<file path="src/rtl/vdp_timing_pkg.sv">
// Shared raster timing constants and helpers for the VDP sync path.
package vdp_timing_pkg;

    typedef enum logic {
        MODE_60HZ = 1'b0,
        MODE_50HZ = 1'b1
    } vmode_e;

    localparam logic [10:0] H_TOTAL      = 11'd1368;
    localparam logic [10:0] HSYNC_WIDTH  = 11'd100;
    localparam logic [10:0] H_HALF       = 11'd684;
    localparam logic [9:0]  VSYNC_START  = 10'd3;
    localparam logic [9:0]  VSYNC_END    = 10'd6;
    localparam logic [9:0]  VINT_LINE_60 = 10'd234;
    localparam logic [9:0]  VINT_LINE_50 = 10'd259;
    localparam logic [9:0]  V_TOTAL_60   = 10'd262;
    localparam logic [9:0]  V_TOTAL_50   = 10'd313;

    function automatic logic [9:0] v_total(input vmode_e mode);
        return (mode == MODE_50HZ) ? V_TOTAL_50 : V_TOTAL_60;
    endfunction

    function automatic logic [9:0] vint_line(input vmode_e mode);
        return (mode == MODE_50HZ) ? VINT_LINE_50 : VINT_LINE_60;
    endfunction

endpackage

</file>
<file path="src/rtl/vdp_sync_generator_if.sv">
// Raster position / register inputs and sync outputs of the VDP sync generator.
interface vdp_sync_generator_if;
    logic [10:0] h_count;
    logic [9:0]  v_count;
    logic        screen_active;
    logic        reg_50hz_mode;
    logic        reg_interlace_mode;
    logic        reg_int_enable;
    logic        status_read;
    logic        hsync_n;
    logic        vsync_n;
    logic        csync_n;
    logic        blank;
    logic        field_odd;
    logic        vint_flag;
    logic        int_n;

    modport master (
        output h_count, v_count, screen_active, reg_50hz_mode,
               reg_interlace_mode, reg_int_enable, status_read,
        input  hsync_n, vsync_n, csync_n, blank, field_odd, vint_flag, int_n
    );

    modport slave (
        input  h_count, v_count, screen_active, reg_50hz_mode,
               reg_interlace_mode, reg_int_enable, status_read,
        output hsync_n, vsync_n, csync_n, blank, field_odd, vint_flag, int_n
    );
endinterface

</file>
<file path="src/rtl/vdp_vint_flag.sv">
// Vertical interrupt flag (S#0 bit 7) and the CPU interrupt request derived from it.
module vdp_vint_flag (
    input  logic clk,
    input  logic reset,
    input  logic set_evt,
    input  logic clear,
    input  logic int_enable,
    output logic vint_flag,
    output logic int_n
);

    always_ff @(posedge clk) begin
        if (reset) begin
            vint_flag <= 1'b0;
            int_n     <= 1'b1;
        end else begin
            // A status read landing on the set cycle must not lose the interrupt.
            if (set_evt)
                vint_flag <= 1'b1;
            else if (clear)
                vint_flag <= 1'b0;
            int_n <= ~(vint_flag & int_enable);
        end
    end

endmodule

</file>
<file path="src/rtl/vdp_sync_generator.sv">
// Registered horizontal/vertical/composite sync, blanking, field and vertical interrupt.
module vdp_sync_generator
    import vdp_timing_pkg::*;
(
    input  logic                 clk,
    input  logic                 reset,
    vdp_sync_generator_if.slave  bus
);

    vmode_e mode;
    logic   in_frame;
    logic   vwin;
    logic   hsync_next;
    logic   vint_set;

    logic   hsync_q;
    logic   vsync_q;
    logic   csync_q;
    logic   blank_q;
    logic   field_q;

    assign mode = bus.reg_50hz_mode ? MODE_50HZ : MODE_60HZ;

    always_comb begin
        in_frame   = (bus.v_count < v_total(mode)) && (bus.h_count < H_TOTAL);
        hsync_next = (bus.h_count >= HSYNC_WIDTH);
        vint_set   = in_frame && (bus.h_count == 11'd0) && (bus.v_count == vint_line(mode));
        vwin       = 1'b0;
        if (in_frame) begin
            // Odd fields start and end vertical sync half a line late.
            if (field_q)
                vwin = ((bus.v_count == VSYNC_START) && (bus.h_count >= H_HALF)) ||
                       ((bus.v_count > VSYNC_START) && (bus.v_count < VSYNC_END)) ||
                       ((bus.v_count == VSYNC_END) && (bus.h_count < H_HALF));
            else
                vwin = (bus.v_count >= VSYNC_START) && (bus.v_count < VSYNC_END);
        end
    end

    always_ff @(posedge clk) begin
        if (reset) begin
            hsync_q <= 1'b1;
            vsync_q <= 1'b1;
            csync_q <= 1'b1;
            blank_q <= 1'b1;
            field_q <= 1'b0;
        end else begin
            hsync_q <= hsync_next;
            vsync_q <= ~vwin;
            csync_q <= vwin ? ~hsync_next : hsync_next;
            blank_q <= ~bus.screen_active;
            if (!bus.reg_interlace_mode)
                field_q <= 1'b0;
            else if ((bus.v_count == 10'd0) && (bus.h_count == 11'd0))
                field_q <= ~field_q;
        end
    end

    vdp_vint_flag u_vint_flag (
        .clk        (clk),
        .reset      (reset),
        .set_evt    (vint_set),
        .clear      (bus.status_read),
        .int_enable (bus.reg_int_enable),
        .vint_flag  (bus.vint_flag),
        .int_n      (bus.int_n)
    );

    assign bus.hsync_n   = hsync_q;
    assign bus.vsync_n   = vsync_q;
    assign bus.csync_n   = csync_q;
    assign bus.blank     = blank_q;
    assign bus.field_odd = field_q;

endmodule

</file>
<file path="src/flat_wrapper.sv">
// flat-port wrapper written by rule: the top's interface ports become plain ports
module vdp_sync_generator_flat import vdp_timing_pkg::*;
  (clk, reset, bus_h_count, bus_v_count, bus_screen_active, bus_reg_50hz_mode, bus_reg_interlace_mode, bus_reg_int_enable, bus_status_read, bus_hsync_n, bus_vsync_n, bus_csync_n, bus_blank, bus_field_odd, bus_vint_flag, bus_int_n);
  vdp_sync_generator_if bus_i ();
  input  logic clk;
  input  logic reset;
  input wire logic [$bits(bus_i.h_count)-1:0] bus_h_count;
  input wire logic [$bits(bus_i.v_count)-1:0] bus_v_count;
  input wire logic [$bits(bus_i.screen_active)-1:0] bus_screen_active;
  input wire logic [$bits(bus_i.reg_50hz_mode)-1:0] bus_reg_50hz_mode;
  input wire logic [$bits(bus_i.reg_interlace_mode)-1:0] bus_reg_interlace_mode;
  input wire logic [$bits(bus_i.reg_int_enable)-1:0] bus_reg_int_enable;
  input wire logic [$bits(bus_i.status_read)-1:0] bus_status_read;
  output wire logic [$bits(bus_i.hsync_n)-1:0] bus_hsync_n;
  output wire logic [$bits(bus_i.vsync_n)-1:0] bus_vsync_n;
  output wire logic [$bits(bus_i.csync_n)-1:0] bus_csync_n;
  output wire logic [$bits(bus_i.blank)-1:0] bus_blank;
  output wire logic [$bits(bus_i.field_odd)-1:0] bus_field_odd;
  output wire logic [$bits(bus_i.vint_flag)-1:0] bus_vint_flag;
  output wire logic [$bits(bus_i.int_n)-1:0] bus_int_n;
  assign bus_i.h_count = bus_h_count;
  assign bus_i.v_count = bus_v_count;
  assign bus_i.screen_active = bus_screen_active;
  assign bus_i.reg_50hz_mode = bus_reg_50hz_mode;
  assign bus_i.reg_interlace_mode = bus_reg_interlace_mode;
  assign bus_i.reg_int_enable = bus_reg_int_enable;
  assign bus_i.status_read = bus_status_read;
  assign bus_hsync_n = bus_i.hsync_n;
  assign bus_vsync_n = bus_i.vsync_n;
  assign bus_csync_n = bus_i.csync_n;
  assign bus_blank = bus_i.blank;
  assign bus_field_odd = bus_i.field_odd;
  assign bus_vint_flag = bus_i.vint_flag;
  assign bus_int_n = bus_i.int_n;
  vdp_sync_generator u_core (.clk(clk), .reset(reset), .bus(bus_i));
endmodule
</file>
<file path="config.mk">
export PLATFORM = sky130hd
export DESIGN_NAME = vdp_sync_generator_flat
export DESIGN_NICKNAME = d
export VERILOG_FILES = /design/src/rtl/vdp_timing_pkg.sv /design/src/rtl/vdp_sync_generator_if.sv /design/src/rtl/vdp_vint_flag.sv /design/src/rtl/vdp_sync_generator.sv /design/src/flat_wrapper.sv
export SDC_FILE = /design/constraint.sdc
export NUM_CORES = 1
export LEC_CHECK = 0
export CAP_MARGIN = 20
export CORE_ASPECT_RATIO = 0.9
export CORE_MARGIN = 3
export CORE_UTILIZATION = 37
export DETAILED_ROUTE_END_ITERATION = 7
export PLACE_DENSITY = 0.84
export SLEW_MARGIN = 30
export SYNTH_ARGS = -nofsm -noshare
export SYNTH_HDL_FRONTEND = slang
export SYNTH_HIERARCHICAL = 1
export SYNTH_SLANG_ARGS = --single-unit
</file>
<file path="constraint.sdc">
create_clock -name clk -period 3.2 [get_ports clk]
set_clock_uncertainty 0.15 [all_clocks]
set_input_delay 0.64 -clock clk [delete_from_list [all_inputs] [get_ports clk]]
set_output_delay 0.64 -clock clk [all_outputs]
set_load 0.01 [all_outputs]
</file>
# ---- Yosys cells after proc, flatten, opt, wreduce, memory -nomap -nowiden
# Cells that the tools add are included.
dict set report classes {
  n_bitwise 7
  n_lt_le_gt_ge 8
  eq_ne 3
  mux 8
  n_reduce_logical 14
}
# operator count
set ops {}
lappend ops {{11-bit by 10-bit >= comparator with 1-bit output (second input constant)} 1}
lappend ops {{11-bit by 7-bit >= comparator with 1-bit output (second input constant)} 1}
lappend ops {{11-bit logical NOT} 1}
lappend ops {{11-bit by 10-bit less-than comparator with 1-bit output (second input constant)} 1}
lappend ops {{11-bit less-than comparator (second input constant)} 1}
lappend ops {{10-bit == test} 1}
lappend ops {{10-bit by 2-bit == test with 1-bit output (second input constant)} 1}
lappend ops {{10-bit by 3-bit == test with 1-bit output (second input constant)} 1}
lappend ops {{10-bit by 2-bit >= comparator with 1-bit output (second input constant)} 1}
lappend ops {{10-bit by 2-bit greater-than comparator with 1-bit output (second input constant)} 1}
lappend ops {{10-bit logical NOT} 1}
lappend ops {{10-bit less-than comparator} 1}
lappend ops {{10-bit by 3-bit less-than comparator with 1-bit output (second input constant)} 1}
lappend ops {{9-bit 2-to-1 mux} 1}
lappend ops {{1-bit logical AND} 8}
lappend ops {{1-bit 2-to-1 mux} 6}
lappend ops {{6-bit 2-to-1 mux} 1}
lappend ops {{1-bit NOT} 6}
lappend ops {{1-bit logical OR} 2}
lappend ops {{2-bit nonzero test} 1}
lappend ops {{2-bit OR reduction} 1}
lappend ops {{1-bit bitwise AND} 1}
dict set report word_totals {
  reg_bits 7
  input_bits 28
}

# ---- Logic depth before layout (Yosys ltp)
# Gate-level depths: netlist (run 1).
dict set report logic_depth {
  word_depth 7
  mapped_depth 8
  ltp_nobuf 8
}

# ---- By module
# The synthesis (run 1) kept the hierarchy.
# module cells_each n_inst area_each_um2 seq_area_each_um2
set modules_own_cells {}
lappend modules_own_cells {vdp_sync_generator 66 1 546.8 100.1}
lappend modules_own_cells {vdp_vint_flag 6 1 66.3 40.0}

# ---- Least setup slack after synthesis (run 1)
# No wires, ideal clock.
dict set report synth_path {
  kind {input port to flip-flop}
  startpoint {input bus_v_count[6]}
  endpoint {register u_core.csync_q, in the netlist u_core/bus.csync_n}
  slack_ns 0.407
  stages 5
  n_path_buf 0
  arrival_time_ns 2.522
  setup_ns 0.121
  path_cell_list {or4_4 -> or2_4 -> or4b_4 -> a311oi_4 -> mux2_4}
}
dict set report synth_via {
  elab_chain_len 7
  word_cells_on_any_way 16
  classes_between {4 x order compare; 2 x eq/ne; 3 x mux; 7 x reduce/logical}
}
# element line_no
set synth_lines {}
lappend synth_lines {{from (decl)} flat_wrapper.sv:8} ;# input wire logic [$bits(bus_i.v_count)-1:0] bus_v_count;
lappend synth_lines {{10-bit by 2-bit greater-than comparator with 1-bit output, or another cell as far along} vdp_sync_generator.sv:33} ;# ((bus.v_count > VSYNC_START) && (bus.v_count < VSYNC_END)) ||
lappend synth_lines {{1-bit logical AND (on tied branches)} {vdp_sync_generator.sv:33, vdp_sync_generator.sv:32}}
lappend synth_lines {{1-bit logical OR} vdp_sync_generator.sv:32} ;# vwin = ((bus.v_count == VSYNC_START) && (bus.h_count >= H_HALF)) ||
lappend synth_lines {{1-bit logical OR} vdp_sync_generator.sv:33}
lappend synth_lines {{1-bit 2-to-1 mux} vdp_sync_generator.sv:31} ;# if (field_q)
lappend synth_lines {{1-bit 2-to-1 mux *} vdp_sync_generator.sv:29} ;# if (in_frame) begin
lappend synth_lines {{1-bit 2-to-1 mux *} vdp_sync_generator.sv:50} ;# csync_q <= vwin ? ~hsync_next : hsync_next;
lappend synth_lines {{to (signal assigned)} vdp_sync_generator.sv:50}
lappend synth_lines {{to (decl)} vdp_sync_generator.sv:18} ;# logic csync_q;
# Mark *: on every way between the ends. The rest lies on a longest branch, timed or not.
# A chain may end at the register's enable or synchronous reset.

# ---- Final worst setup path (run 1)
# Ends and elaborated chain as after synthesis.

==> metrics.cfg, run 1 <==
[run_status]
outcome = finished, final reports clean

[floorplan]
die_height_um = 44.6
start_util = 0.410
die_area_mm2 = 0.00218
dieWidth_um = 48.9
num_io_pins = 35
std_cell_rows = 13
core-area_mm2 = 0.00150

[routing]
vias = 698
routed_wl_um = 1770
drt_first_pass_iters = 4
post_drt_via_cell_ratio = 5.17
ant_nets = 0
wl_per_cell_um = 13.1
drc = 0
drt_iter0_drc = 9

[pwr]
power_frac_seq = 0.359
swShare = 0.264
power.switching_w = 0.0000651
pwr-share-clk = 0.323
internal_power_w = 0.000181
power_w = 0.000246
p_comb_frac = 0.318
power_leakage_nw = 0.375
power_density_mw_per_mm2 = 239
vdd_drop_max_mv = 0.117

[logic_synthesis]
synth_seq_cells = 7
async_reset_ff_frac = 0
yosys_warnings = 6
synth_area_um2 = 613
synthCells = 72
seq_area_frac_synth = 0.229
syn_area_per_cell_um2 = 8.52
synth_edf_count = 0
syn_nets = 106
synth_cell_types = 32
synth_flop_cell = dfxtp_1

[critical_path]
cp-endpoint = u_core/bus.csync_n$_SDFF_PP1_
crit_path_end_kind = flop
timing.rr.end = u_core/bus.csync_n$_SDFF_PP1_
r2r_start = u_core/bus.field_odd$_SDFFE_PP0P_
r2r_cells = 3
crit_type = in -> reg
cp_max_fo = 3
reg2reg_slack_ns = 1.74
crit_chain = clkdlybuf4s50_1 -> or4_4 -> or2_4 -> or4b_4 -> a311oi_4 -> mux2_4
slowest_delay_ns = 0.56
crit_slowest_cell = or4_4
cp.arrival_ns = 3.06
worstPathRequired_ns = 3.20
start_kind = input port
worstSetupStartpoint = bus_v_count[6]

[placement]
place_ws_ns = -0.114
placed_area_mm2 = 0.00100
buffer_ports.inserted = 34
dp.cells = 131
hpwl_um = 1560
routabilityCongestion = 0.837

[clocking]
clock_sinks = 7
clockRootBuffer = clkbuf_4
clk_pin_slew_ns = 0.05
clk_path_buf_depth = 2
postCtsSetupBuffers = 0
htreeDepth = 1
numCtsBuffers = 3
cts_resized = 0
clock_latency_ns = 0.25
holdBufCountCts = 0
tritoncts = yes

[finish]
multi_input_area_um2 = 462
mostFrequentLayoutCell = clkdlybuf4s50_1
regArea_um2 = 140
nFillCells = 134
postLayoutCellArea_mm2 = 0.00103
fin_cells = 135
diodes = 0
drive_gt1_frac = 0.133
synthToLayoutAreaGrowth_pct = 68.2
nets = 148
final_cell_mix = 34 x clkdlybuf4s50_1, 8 x nor2_1, 7 x dfxtp_1

[global_routing]
antenna_found_initial = 0
grt_start_max_net_pins = 8
track_usage = 0.175
grt_pass1_vias = 676
grt_overflow_total = 0
grt_first_pass_wirelength_um = 2810

[timing]
slew_headroom = 0.725
period_minus_slack_ns = 3.06
slew_violations = 0
rsz0062_at_grt = false
min_period_over_period = 0.956
timing_worst_slew_pin_value_ns = 0.407
max_clock_freq_mhz = 327
setup_ws_ns = 0.139
hold_slack_ns = 0.284
finalHoldViolCount = 0
finalSetupViolations = 0

[hold_path]
hold_class = reg -> reg

[flow_run]
drv_cap = 0

[synth_stat cells (all sizes together), types with 2 or more instances]
cell,number,share of area
nand2b,5,0.051
dfxtp,7,0.23
or2,2,0.024
nor2,8,0.049
inv,3,0.018
nand3b,2,0.024
nor4,3,0.031
nor3,3,0.024
nand4,2,0.020
nand2,3,0.018
a21o,2,0.024
ha,6,0.12
o21ai,5,0.041
a211oi,4,0.049
[area by class of cell]
cell class                      count  area share
Clock inverter                      1     0.00485
Tap cell                           22      0.0267
Inverter                            3      0.0109
Sequential cell                     7       0.136
Clock buffer                        3      0.0218
Timing Repair Buffer               37       0.352
Multi-Input combinational cell     62       0.448
[registers in the layout, indices dropped and copies added, names as in the netlist]
name	flops
u_core/bus.vsync_n	1
u_core/bus.blank	1
u_core/u_vint_flag/vint_flag	1
u_core/u_vint_flag/int_n	1
u_core/bus.field_odd	1
u_core/bus.hsync_n	1
u_core/bus.csync_n	1
[power groups by stage]
stage	clock network, W	registers (W)	logic, W
final	0.0000796	0.0000885	0.0000783
after global routing	0.0000902	0.0000885	0.0000853
after CTS	0.0000834	0.0000885	0.0000784
after detailed placement	0	0.0000904	0.0000782
after global placement	0	0.0000904	0.0000755
after floorplan	0	0.0000910	0.0000248
[critical path: cells and delay by family]
family / cells / cell delay (ns)
AO/OA/AOI/OAI: 1 / 0.27
buffers and inverters: 1 / 0.45
multiplexers: 1 / 0.32
AND/OR/NAND/NOR: 3 / 1.38
[routing by layer]
metal / GRT usage / wire [µm] / vias up / part of all wire
li1: - / - / 362 / -
met4: 0.119 / 33 / 0 / 0.019
met1: 0.167 / 728 / 310 / 0.41
met2: 0.339 / 906 / 22 / 0.51
met5: 0 / 0 / - / 0
met3: 0.0404 / 101 / 4 / 0.057
[stage by stage]
stage / TNS [ns] / utilization
finish: 0 / 0.689
detailed placement: -0.114 / 0.671
floorplan: 0 / -
global route: 0 / 0.689
global placement: -0.0693 / 0.671
CTS: 0 / 0.689
[kinds of logic (layout without fill, tap and decap cells)]
family	count (synthesis)	in the layout	synth area share
AO/OA/AOI/OAI	18	18	0.239
XOR/XNOR	1	1	0.0143
adder cells (fa/ha/maj)	6	6	0.122
buffers and inverters	3	44	0.0184
flip-flops	7	7	0.229
multiplexers	1	1	0.0245
AND/OR/NAND/NOR	36	36	0.353
[worst min path at each step]
stage | cells after the start | to | startpoint
final | 1 | u_core/u_vint_flag/int_n$_SDFF_PP1_ | u_core/u_vint_flag/vint_flag$_SDFFE_PP0P_
after CTS | 1 | u_core/u_vint_flag/int_n$_SDFF_PP1_ | u_core/u_vint_flag/vint_flag$_SDFFE_PP0P_
after global placement | 1 | u_core/u_vint_flag/int_n$_SDFF_PP1_ | u_core/u_vint_flag/vint_flag$_SDFFE_PP0P_
after floorplan | 1 | u_core/u_vint_flag/int_n$_SDFF_PP1_ | u_core/u_vint_flag/vint_flag$_SDFFE_PP0P_
after detailed placement | 1 | u_core/u_vint_flag/int_n$_SDFF_PP1_ | u_core/u_vint_flag/vint_flag$_SDFFE_PP0P_
after global routing | 1 | u_core/u_vint_flag/int_n$_SDFF_PP1_ | u_core/u_vint_flag/vint_flag$_SDFFE_PP0P_
(Power assumes the default switching activity.)
==> inputs of run 2 (changes only) <==
--- a/config.mk
+++ b/config.mk
@@ -11,7 +11,7 @@
 export CORE_UTILIZATION = 37
 export DETAILED_ROUTE_END_ITERATION = 7
 export PLACE_DENSITY = 0.84
-export SLEW_MARGIN = 30
+export SLEW_MARGIN = 15
 export SYNTH_ARGS = -nofsm -noshare
 export SYNTH_HDL_FRONTEND = slang
 export SYNTH_HIERARCHICAL = 1
==> results of run 2 <==
Same layout as run 1: the final DEF is identical, and so are final timing and power.
